### src/rtl/mem_spi_dumper.sv
// mem_spi_dumper: streams a block of result words out of data memory into an
// SPI master, one byte at a time, MSB first within each word.
//
// Ports:
//   clk       system clock, all state updates on posedge
//   rst       synchronous active-low reset
//   start     level, sampled only in IDLE, kicks off the dump
//   mem_addr  byte address to data memory, BASE_ADDR + 4*idx
//   mem_rd    combinational read data for mem_addr
//   spi_wd    registered byte presented to the SPI master
//   spi_send  one-cycle transmit request (valid in SEND while master idle)
//   spi_busy  SPI master busy
//   spi_rdy   one-cycle pulse, byte transfer complete
//   busy      high from leaving IDLE until reaching DONE
//   done      high in DONE, held until reset
module mem_spi_dumper #(
  parameter int unsigned BASE_ADDR = 1728,
  parameter int unsigned N_WORDS   = 127,
  parameter int unsigned CNT_W     = 8
) (
  input  logic        clk,
  input  logic        rst,
  input  logic        start,
  output logic [31:0] mem_addr,
  input  logic [31:0] mem_rd,
  output logic [7:0]  spi_wd,
  output logic        spi_send,
  input  logic        spi_busy,
  input  logic        spi_rdy,
  output logic        busy,
  output logic        done
);

  // Encoding is observed from outside; keep the values fixed.
  typedef enum logic [2:0] {
    IDLE  = 3'd0,
    FETCH = 3'd1,
    SEND  = 3'd2,
    WAIT  = 3'd3,
    DONE  = 3'd4
  } state_e;

  localparam logic [CNT_W-1:0] LAST_IDX = (N_WORDS > 0) ? CNT_W'(N_WORDS - 1) : '0;

  state_e           cs;
  logic [CNT_W-1:0] idx;
  logic [1:0]       byte_cnt;
  logic [31:0]      shreg_q;
  logic [7:0]       spi_wd_q;
  logic             busy_q;
  logic             done_q;

  assign mem_addr = 32'(BASE_ADDR) + (32'(idx) << 2);

  // The request must go out in the very cycle the master frees up, so it is
  // decoded from the state and spi_busy rather than registered.
  assign spi_send = (cs == SEND) && !spi_busy;
  assign spi_wd   = spi_wd_q;
  assign busy     = busy_q;
  assign done     = done_q;

  // spi_wd_q is loaded with the next outgoing byte on entry to SEND, so it is
  // already stable when spi_send rises, and it holds after the final byte.
  always_ff @(posedge clk) begin
    if (!rst) begin
      cs       <= IDLE;
      idx      <= '0;
      byte_cnt <= '0;
      shreg_q  <= '0;
      spi_wd_q <= '0;
      busy_q   <= 1'b0;
      done_q   <= 1'b0;
    end else begin
      case (cs)
        IDLE: begin
          if (start) begin
            if (N_WORDS > 0) begin
              cs     <= FETCH;
              busy_q <= 1'b1;
            end else begin
              cs     <= DONE;
              done_q <= 1'b1;
            end
          end
        end
        FETCH: begin
          shreg_q  <= mem_rd;
          spi_wd_q <= mem_rd[31:24];
          byte_cnt <= '0;
          cs       <= SEND;
        end
        SEND: begin
          if (!spi_busy) cs <= WAIT;
        end
        WAIT: begin
          if (spi_rdy) begin
            shreg_q <= {shreg_q[23:0], 8'h00};
            if (byte_cnt != 2'd3) begin
              byte_cnt <= byte_cnt + 2'd1;
              spi_wd_q <= shreg_q[23:16];
              cs       <= SEND;
            end else if (idx == LAST_IDX) begin
              cs     <= DONE;
              busy_q <= 1'b0;
              done_q <= 1'b1;
            end else begin
              idx <= idx + 1'b1;
              cs  <= FETCH;
            end
          end
        end
        DONE: begin
          cs <= DONE;
        end
        default: begin
          cs <= IDLE;
        end
      endcase
    end
  end

endmodule

### config.mk
export PLATFORM = sky130hd
export DESIGN_NAME = mem_spi_dumper
export DESIGN_NICKNAME = d
export VERILOG_FILES = /design/src/rtl/mem_spi_dumper.sv
export SDC_FILE = /design/constraint.sdc
export NUM_CORES = 1
export LEC_CHECK = 0
export CAP_MARGIN = 10
export CELL_PAD_IN_SITES_DETAIL_PLACEMENT = 1
export CELL_PAD_IN_SITES_GLOBAL_PLACEMENT = 1
export CORE_MARGIN = 5
export CORE_UTILIZATION = 25
export DETAILED_ROUTE_END_ITERATION = 10
export GPL_TIMING_DRIVEN = 1
export PLACE_DENSITY_LB_ADDON = 0.08
export SYNTH_ARGS = -nofsm -noshare
export SYNTH_HDL_FRONTEND = slang
export SYNTH_SLANG_ARGS = --single-unit
export TNS_END_PERCENT = 1
### constraint.sdc
create_clock -name clk -period 2.1 [get_ports clk]
set_input_delay 0.63 -clock clk [delete_from_list [all_inputs] [get_ports clk]]
set_output_delay 0.63 -clock clk [all_outputs]
set_load 0.05 [all_outputs]
==> Word level (Yosys, flattened, before mapping) <==
Index checks and enable logic that the tools add are counted.
{ "word_totals": {"romBits": 0, "elab_cells": 54, "mem_bits_rw": 0, "latch_bits": 0, "input_bits": 37, "out_inout_bits": 43, "mem_count": 0, "reg_bits": 47} }
{ "op_classes": {"n_mul": 0, "eq_ne": 12, "div": 0, "bitwise_logic": 2, "n_lt_le_gt_ge": 0, "shifts": 0, "muxes": 19, "n_addsub": 3, "n_reduce_logical": 11} }
{ "op_table": {"columns": ["op", "count"], "rows": [
  ["24-bit one-hot mux with 2 select lines", 1],
  ["24-bit 2-to-1 mux", 1],
  ["8-bit 2-to-1 mux", 2],
  ["8-bit one-hot mux with 2 select lines", 1],
  ["3-bit 2-to-1 mux", 5],
  ["3-bit one-hot mux with 5 select lines", 1],
  ["2-bit inequality test, second input constant", 7],
  ["11-bit by 10-bit adder with 12-bit output, first input constant", 1],
  ["8-bit by 1-bit adder with 8-bit output, second input constant", 1],
  ["8-bit by 7-bit == test with 1-bit output, second input constant", 1],
  ["4-bit AND reduction", 2],
  ["3-bit by 2-bit == test with 1-bit output, second input constant", 2],
  ["3-bit AND reduction", 2],
  ["5-bit AND reduction", 1],
  ["1-bit 2-to-1 mux", 4],
  ["2-bit 2-to-1 mux", 2],
  ["2-bit one-hot mux with 2 select lines", 1],
  ["2-bit nonzero test", 2],
  ["3-bit by 1-bit == test with 1-bit output, second input constant", 1],
  ["3-bit == test, second input constant", 1],
  ["3-bit logical NOT", 1],
  ["2-bit by 1-bit adder with 2-bit output, second input constant", 1],
  ["1-bit inverter", 2],
  ["1-bit one-hot mux with 2 select lines", 1],
  ["3 further kinds", 3]
]} }

==> Logic depth before layout (Yosys ltp) <==
{ "depth": {"ltp_word": 5, "ltp_mapped": 6, "ltp_nobuf": 6} }

==> Least setup slack after synthesis <==
No wires, ideal clock.
{ "synth_path": {"kind": "flip-flop to output port", "start": "register cs[1]", "end": "output port spi_send", "path_buffers": 1, "path_stages_with_launch": 4, "required_time_ns": 1.470, "slack_ns": -0.616, "t_arrival_ns": 2.086, "cell_sequence": "dfxtp_1 > buf_2 > inv_1 > nor4_1"} }
{ "synth_via": {"elab_chain_len": 2} }
{ "synth_rtl": {"columns": ["element", "line", "source"], "rows": [
  ["start, declared", "45", "state_e cs;"],
  ["start signal, assigned", "66", "cs <= IDLE;"],
  ["start signal, assigned", "78", "cs <= FETCH;"],
  ["start signal, assigned", "81", "cs <= DONE;"],
  ["3-bit by 2-bit == test with 1-bit output", "57", "assign spi_send = (cs == SEND) && !spi_busy;"],
  ["1-bit logical AND", "57", null],
  ["end, declared", "27", "output logic spi_send,"]
]} }
Every way passes these cells.

==> Worst setup path after layout <==
{ "layout_path": {"start": "register idx[5]", "end": "output port mem_addr[9]"} }
{ "layout_via": {"elab_chain_len": 1} }
{ "layout_rtl": {"columns": ["element", "line", "source"], "rows": [
  ["start, declared", "46", "logic [CNT_W-1:0] idx;"],
  ["start signal, assigned", "107", "idx <= idx + 1'b1;"],
  ["11-bit by 10-bit adder with 12-bit output", "53", "assign mem_addr = 32'(BASE_ADDR) + (32'(idx) << 2);"],
  ["end, declared", "24", "output logic [31:0] mem_addr,"]
]} }
Every way passes these cells.

==> out/metrics.yaml <==
setup_viol: 0
start_kind: "register"
fin_total_pwr_mw: 2.242
layout_setup_ws_ns: 0.1051
cp-end-kind: "primary output"
antenna_found_initial: 0
slew_violations: 0
cts.sinks: 47
coreArea_um2: 9240
worstPathRequired_ns: 1.47
antenna_left: 0
period_minus_slack_ns: 1.995
cp_num_cells: 3
drive_gt1_frac: 0.1543
cts_tree: "yes"
power.internal_mw: 1.480
maxSlewHeadroom: 0.6272
synth_area_um2: 2366
hold_viol: 0
drtIter0Drc: 61
drc: 0
clock_skew_ns: 0.006442
io_pins: 80
syn-instance-count: 293
grt_max_degree: 33
nNetsFinal: 392
clockRootBuffer: "clkbuf_8"
grt_pass1_wl_um: 10630
fmax_mhz: 501.3
ys_warn_count: 0
power.switching_uw: 762.5
multi_input_area_um2: 1205
crit_chain: "o21ai_0, xor2_1, buf_12"
tightest_slew_ns: 0.5571
initial_core_util: 0.2561
clkLatencyLatePin_ns: 0.30
wl_per_cell_um: 13.51
pre_cts_ws_ns: -0.07281
num_vias: 2126
p_per_area_nw_per_um2: 705.3
pwr-share-comb: 0.287
r2r_cells: 7
fillCellCount: 1114
critical_path_buf_inv_count: 1
rows: 35
slowest_delay_ns: 0.36
p_clk_frac: 0.253
numPortBuffers: 57
rsz0062_at_grt: "false"
clock_path_buffers: 2
drt-total-wl_um: 6471
synth.avg_cell_area_um2: 8.075
overflow: 0
ir_drop_v: 0.0002361
cp-endpoint: "mem_addr[9]"
reg2reg_from: "idx[5]"
area_growth_syn_to_layout_pct: 34.37
path_max_fanout: 6
stdcell_area_um2: 3179
status: "finished clean"
antenna_cells: 0
startpoint: "idx[5]"
regArea_um2: 943.4
gp_congestion: 0.7145
hold_class: "register to register"
crit_family: "flip-flops"
crit_arrival_ns: 1.36
pwr-share-seq: 0.460
finalCritPeriodShare: 0.9499
numCtsBuffers: 5
dp_hpwl_um: 4829
grt_pass1_vias: 2198
critPathSlowestCell: "dfxtp_1"
drv_cap: 0
ys_async_sr_fraction: 0
r2r_slack_ns: 0.30
yosysUniqueCellTypes: 38
path_clk_slew_ns: 0.09
synth_edf_count: 0
fp.dieW_um: 107.3
dpl_cell_area_um2: 3068
firstDrtPassIters: 4
switching_share: 0.3400
ys_ff_latch: 47
setup_tns_ns: 0
ys_seq_area_frac: 0.3977
die_area_um2: 11510
die_h_um: 107.3
p_leak_nw: 1.286
viasPerCell: 4.438
cts_max_level: 2
grt.total_usage: 0.1149
synth_top_flop_cell: "dfxtp_1"
critPathKind: "register to primary output"
worstReg2RegEnd: "idx[1]"
-- worst reg2reg max path, cell delays in order, from the launching register on --
cell and delay, ns:
dfxtp_1 0.42, ha_1 0.21, nand4b_1 0.25, o211ai_4 0.31, buf_4 0.15, buf_4 0.13
mux2i_1 0.18, nor2_1 0.05
-- logic make-up (layout without fill, tap and decap cells) --
group / after synthesis / after routing / synth area share
mux: 1 / 1 / 0.004231
flops: 47 / 47 / 0.3977
other cells: 1 / 22 / 0.001585
buf+inv: 55 / 91 / 0.1401
fa+ha+maj: 5 / 5 / 0.02644
compound gates: 57 / 57 / 0.1851
xor+xnor: 4 / 4 / 0.01481
simple gates: 123 / 123 / 0.2300
-- metal layers --
layer  track usage  routed length, um
met5             0                  0
met3       0.02579                296
met1        0.1529               3125
met2        0.1859               2979
met4       0.03288                 70
-- flip-flops by register name, summed over array words and instances (netlist names) --
| signal | flops |
|---|---|
| shreg_q | 24 |
| spi_wd | 8 |
| done | 1 |
| idx | 8 |
| cs | 3 |
| byte_cnt | 2 |
| busy | 1 |
-- per-stage QoR --
stage	hold slack, ns	util	cells
final	0.4835	0.3441	479
after global routing	0.5065	0.3441	479
after CTS	0.4864	0.3434	479
after detailed placement	0.4713	0.3320	472
after global placement	0.4627	0.3320	472
after floorplan	0.4498	-	314
-- power by group through the flow --
stage | Clock (mW) | Sequential, mW | Combinational [mW]
3_3_place_gp | 0 | 1.05 | 0.642
6_report | 0.567 | 1.03 | 0.644
2_1_floorplan | 0 | 1.13 | 0.381
4_1_cts | 0.605 | 1.03 | 0.654
3_5_place_dp | 0 | 1.05 | 0.649
5_1_grt | 0.632 | 1.04 | 0.704
-- Yosys cell counts (2+ instances only) --
cell type  count  share of area
o21ai_0        5          0.011
nand2_1       54          0.086
buf_6          2         0.0095
inv_1         11          0.017
nand2b_1       5          0.013
ha_1           5          0.026
nand3b_1       2         0.0063
buf_2          7          0.015
nor2b_1        2         0.0053
nand3_1        2         0.0042
xnor2_1        3          0.011
nand4_1        3         0.0079
or4_1          3         0.0095
o31ai_1        3         0.0095
a311oi_1      24          0.089
dfxtp_1       47           0.40
clkbuf_1       8          0.013
nor2_1        42          0.067
a22oi_1        8          0.025
or3_1          3         0.0079
buf_4         27          0.086
a21oi_1       10          0.021
nor4_1         2         0.0053
-- worst min path at each step --
stage,start,to,cells after the start
floorplan,byte_cnt[1],byte_cnt[1],2
global placement,byte_cnt[1],byte_cnt[1],2
detailed placement,byte_cnt[1],byte_cnt[1],2
CTS,byte_cnt[1],byte_cnt[1],2
global route,shreg_q[12],shreg_q[20],2
finish,shreg_q[14],shreg_q[22],2
-- area by class of cell --
type / instances / share of cell area
inverter: 11 / 0.01299
sequential: 47 / 0.2967
tap: 129 / 0.05077
multi-input combinational: 212 / 0.3790
clock buffer: 6 / 0.02597
timing repair buffer: 73 / 0.2330
clock inverter: 1 / 0.001574
-- repair_timing --
action | CTS | global route
setup buffers | 0 | 0
endpoints found under the setup margin | 2 | 3
endpoints found under the hold margin | 0 | 0
cloned | 0 | 0
resized for setup | 3 | 3
hold buffers | 0 | 0
pin swaps | 0 | 1
-- cells in the final DEF, fill, tap and decap left out, types with 3 or more instances in the layout --
master and instances:
inv_1 11, clkdlybuf4s50_1 35, nand2b_1 5, o21ai_0 5, o31ai_1 3, or3_1 3
a311oi_1 24, ha_1 4, nor2_1 42, or4_1 3, conb_1 22, nand2_1 54
a21oi_2 3, nand4_1 3, a22oi_1 8, buf_4 29, buf_12 8, a21oi_1 8
clkbuf_8 6, dfxtp_1 45
Power figures use the tool's default switching activity.
==> variant: new RTL, config.mk and constraints unchanged <==
Reset style: asynchronous (`rst`), changed in one clocked block. Comments in the files are not updated.
--- a/src/rtl/mem_spi_dumper.sv
+++ b/src/rtl/mem_spi_dumper.sv
@@ -63,3 +63,3 @@
   // already stable when spi_send rises, and it holds after the final byte.
-  always_ff @(posedge clk) begin
+  always_ff @(posedge clk or negedge rst) begin
     if (!rst) begin
Behaviour: differs if rst is asserted again (counterexample within 4 cycles, from zero or initial values and one cycle with rst low); with rst held inactive, the same outputs for 10 cycles.
==> variant against the original RTL <==
Via count decreased by 20%; setup slack got worse by 0.050 ns; global-route usage decreased by 1.6 points; wire length shrank 11%; sequential cell count stayed put; final area grew 1.4%; synthesized cell count down 20%; synthesized area is 3.0% higher; critical endpoint unchanged; highest routed layer unchanged.
Power is not compared: it rests on default switching activity, and its combinational part moved more than twofold at a synthesized area within 25%.
==> variant: results (changes against the original RTL) <==
[finish]
final-nonclk-buf-share_pct=21.2  ; -2.1 points
fin_cells=425  ; -11%
layout.nets=333  ; -15%
syn_to_final_growth_pct=32.3
signal_buffers=65  ; -11%
multi_input_area_share_pct=33.0  ; -4.9 points
fin_util_pct=33.4  ; -0.97 points
fill_cells=1134  ; +1.8%

[placed_design]
gp_congestion=0.657  ; -8.0%
hpwl_mm=4.08  ; -16%
postPlaceCellArea_um2=3110  ; +1.3%
place_inst=416  ; -12%
place_ws_ns=-0.0350  ; +0.0378 ns

[setup_path]
startpoint=idx[5]$_DFFE_PN0P_
timing.rr.end=idx[7]$_DFFE_PN0P_
r2r_slack_ns=0.42  ; +0.12 ns
crit_slowest_cell=dfrtp_1
worstPathArrival_ns=1.42  ; +0.06 ns
slowest_delay_ns=0.42  ; +0.06 ns
r2r-start=idx[4]$_DFFE_PN0P_

[logic_synthesis]
netlist_instances=233  ; -20%
synth_flop_cell=dfrtp_1
yosys-top-cells-count=47 x dfrtp_1, 27 x buf_4, 26 x mux2i_1, 19 x nand2_1, 19 x o21ai_1
ys_seq_area_share_pct=48.3  ; +8.5 points
synth_area_leaders=dfrtp_1 48%, mux2i_1 11%, buf_4 8.3%
ys_types=31  ; -18%

[status]
status=complete, no violations

[global_route]
use_met3_pct=2.49  ; -0.093 points
use_met1_pct=14.5  ; -0.84 points
grt_pass1_wl_mm=9.15  ; -14%
track_usage_pct=9.93  ; -1.6 points
grt_pass1_vias=1788  ; -19%

[timing]
finalHoldWorstSlack_ns=0.294  ; -0.190 ns
slew_headroom_pct=51.7  ; -11 points

[route]
dr.first_iter.drc_count=40  ; -34%
route.met2.wl_mm=2.54  ; -15%
vias=1706  ; -20%

[hold_path]
hold_class=input port to asynchronous set/reset pin

## variant: changes by cell type after synthesis, sizes merged, moves of 3 or more
cell    unedited run  this run
a311oi            24         0
dfxtp             47         0
clkbuf             8         0
a22o               0         8
nor2              42        16
o21ai              5        21
or4                3         0
or3                3         0
xnor2              3         7
mux2i              1        26
nand3              2         6
dfrtp              0        47
nand2             54        19
a22oi              8         0
## variant: kinds of logic (layout without fill, tap and decap cells)
| logic type | count (synthesis) | after routing | share of synthesized area (%) |
|---|---|---|---|
| xor+xnor | 8 | 8 | 2.88 |
| mux | 26 | 26 | 10.7 |
| simple gates | 57 | 57 | 12.2 |
| compound gates | 43 | 43 | 10.8 |
| flops | 47 | 47 | 48.3 |
| other cells | 1 | 22 | 0.154 |
| buf+inv | 46 | 84 | 12.4 |
| fa+ha+maj | 5 | 5 | 2.57 |
## variant: timing repair
action / in CTS / in global routing
gates resized for setup: 5 / 1
hold buffers: 0 / 0
pin swaps: 0 / 2
buffers inserted: 1 / 0
setup endpoints to repair: 5 / 2
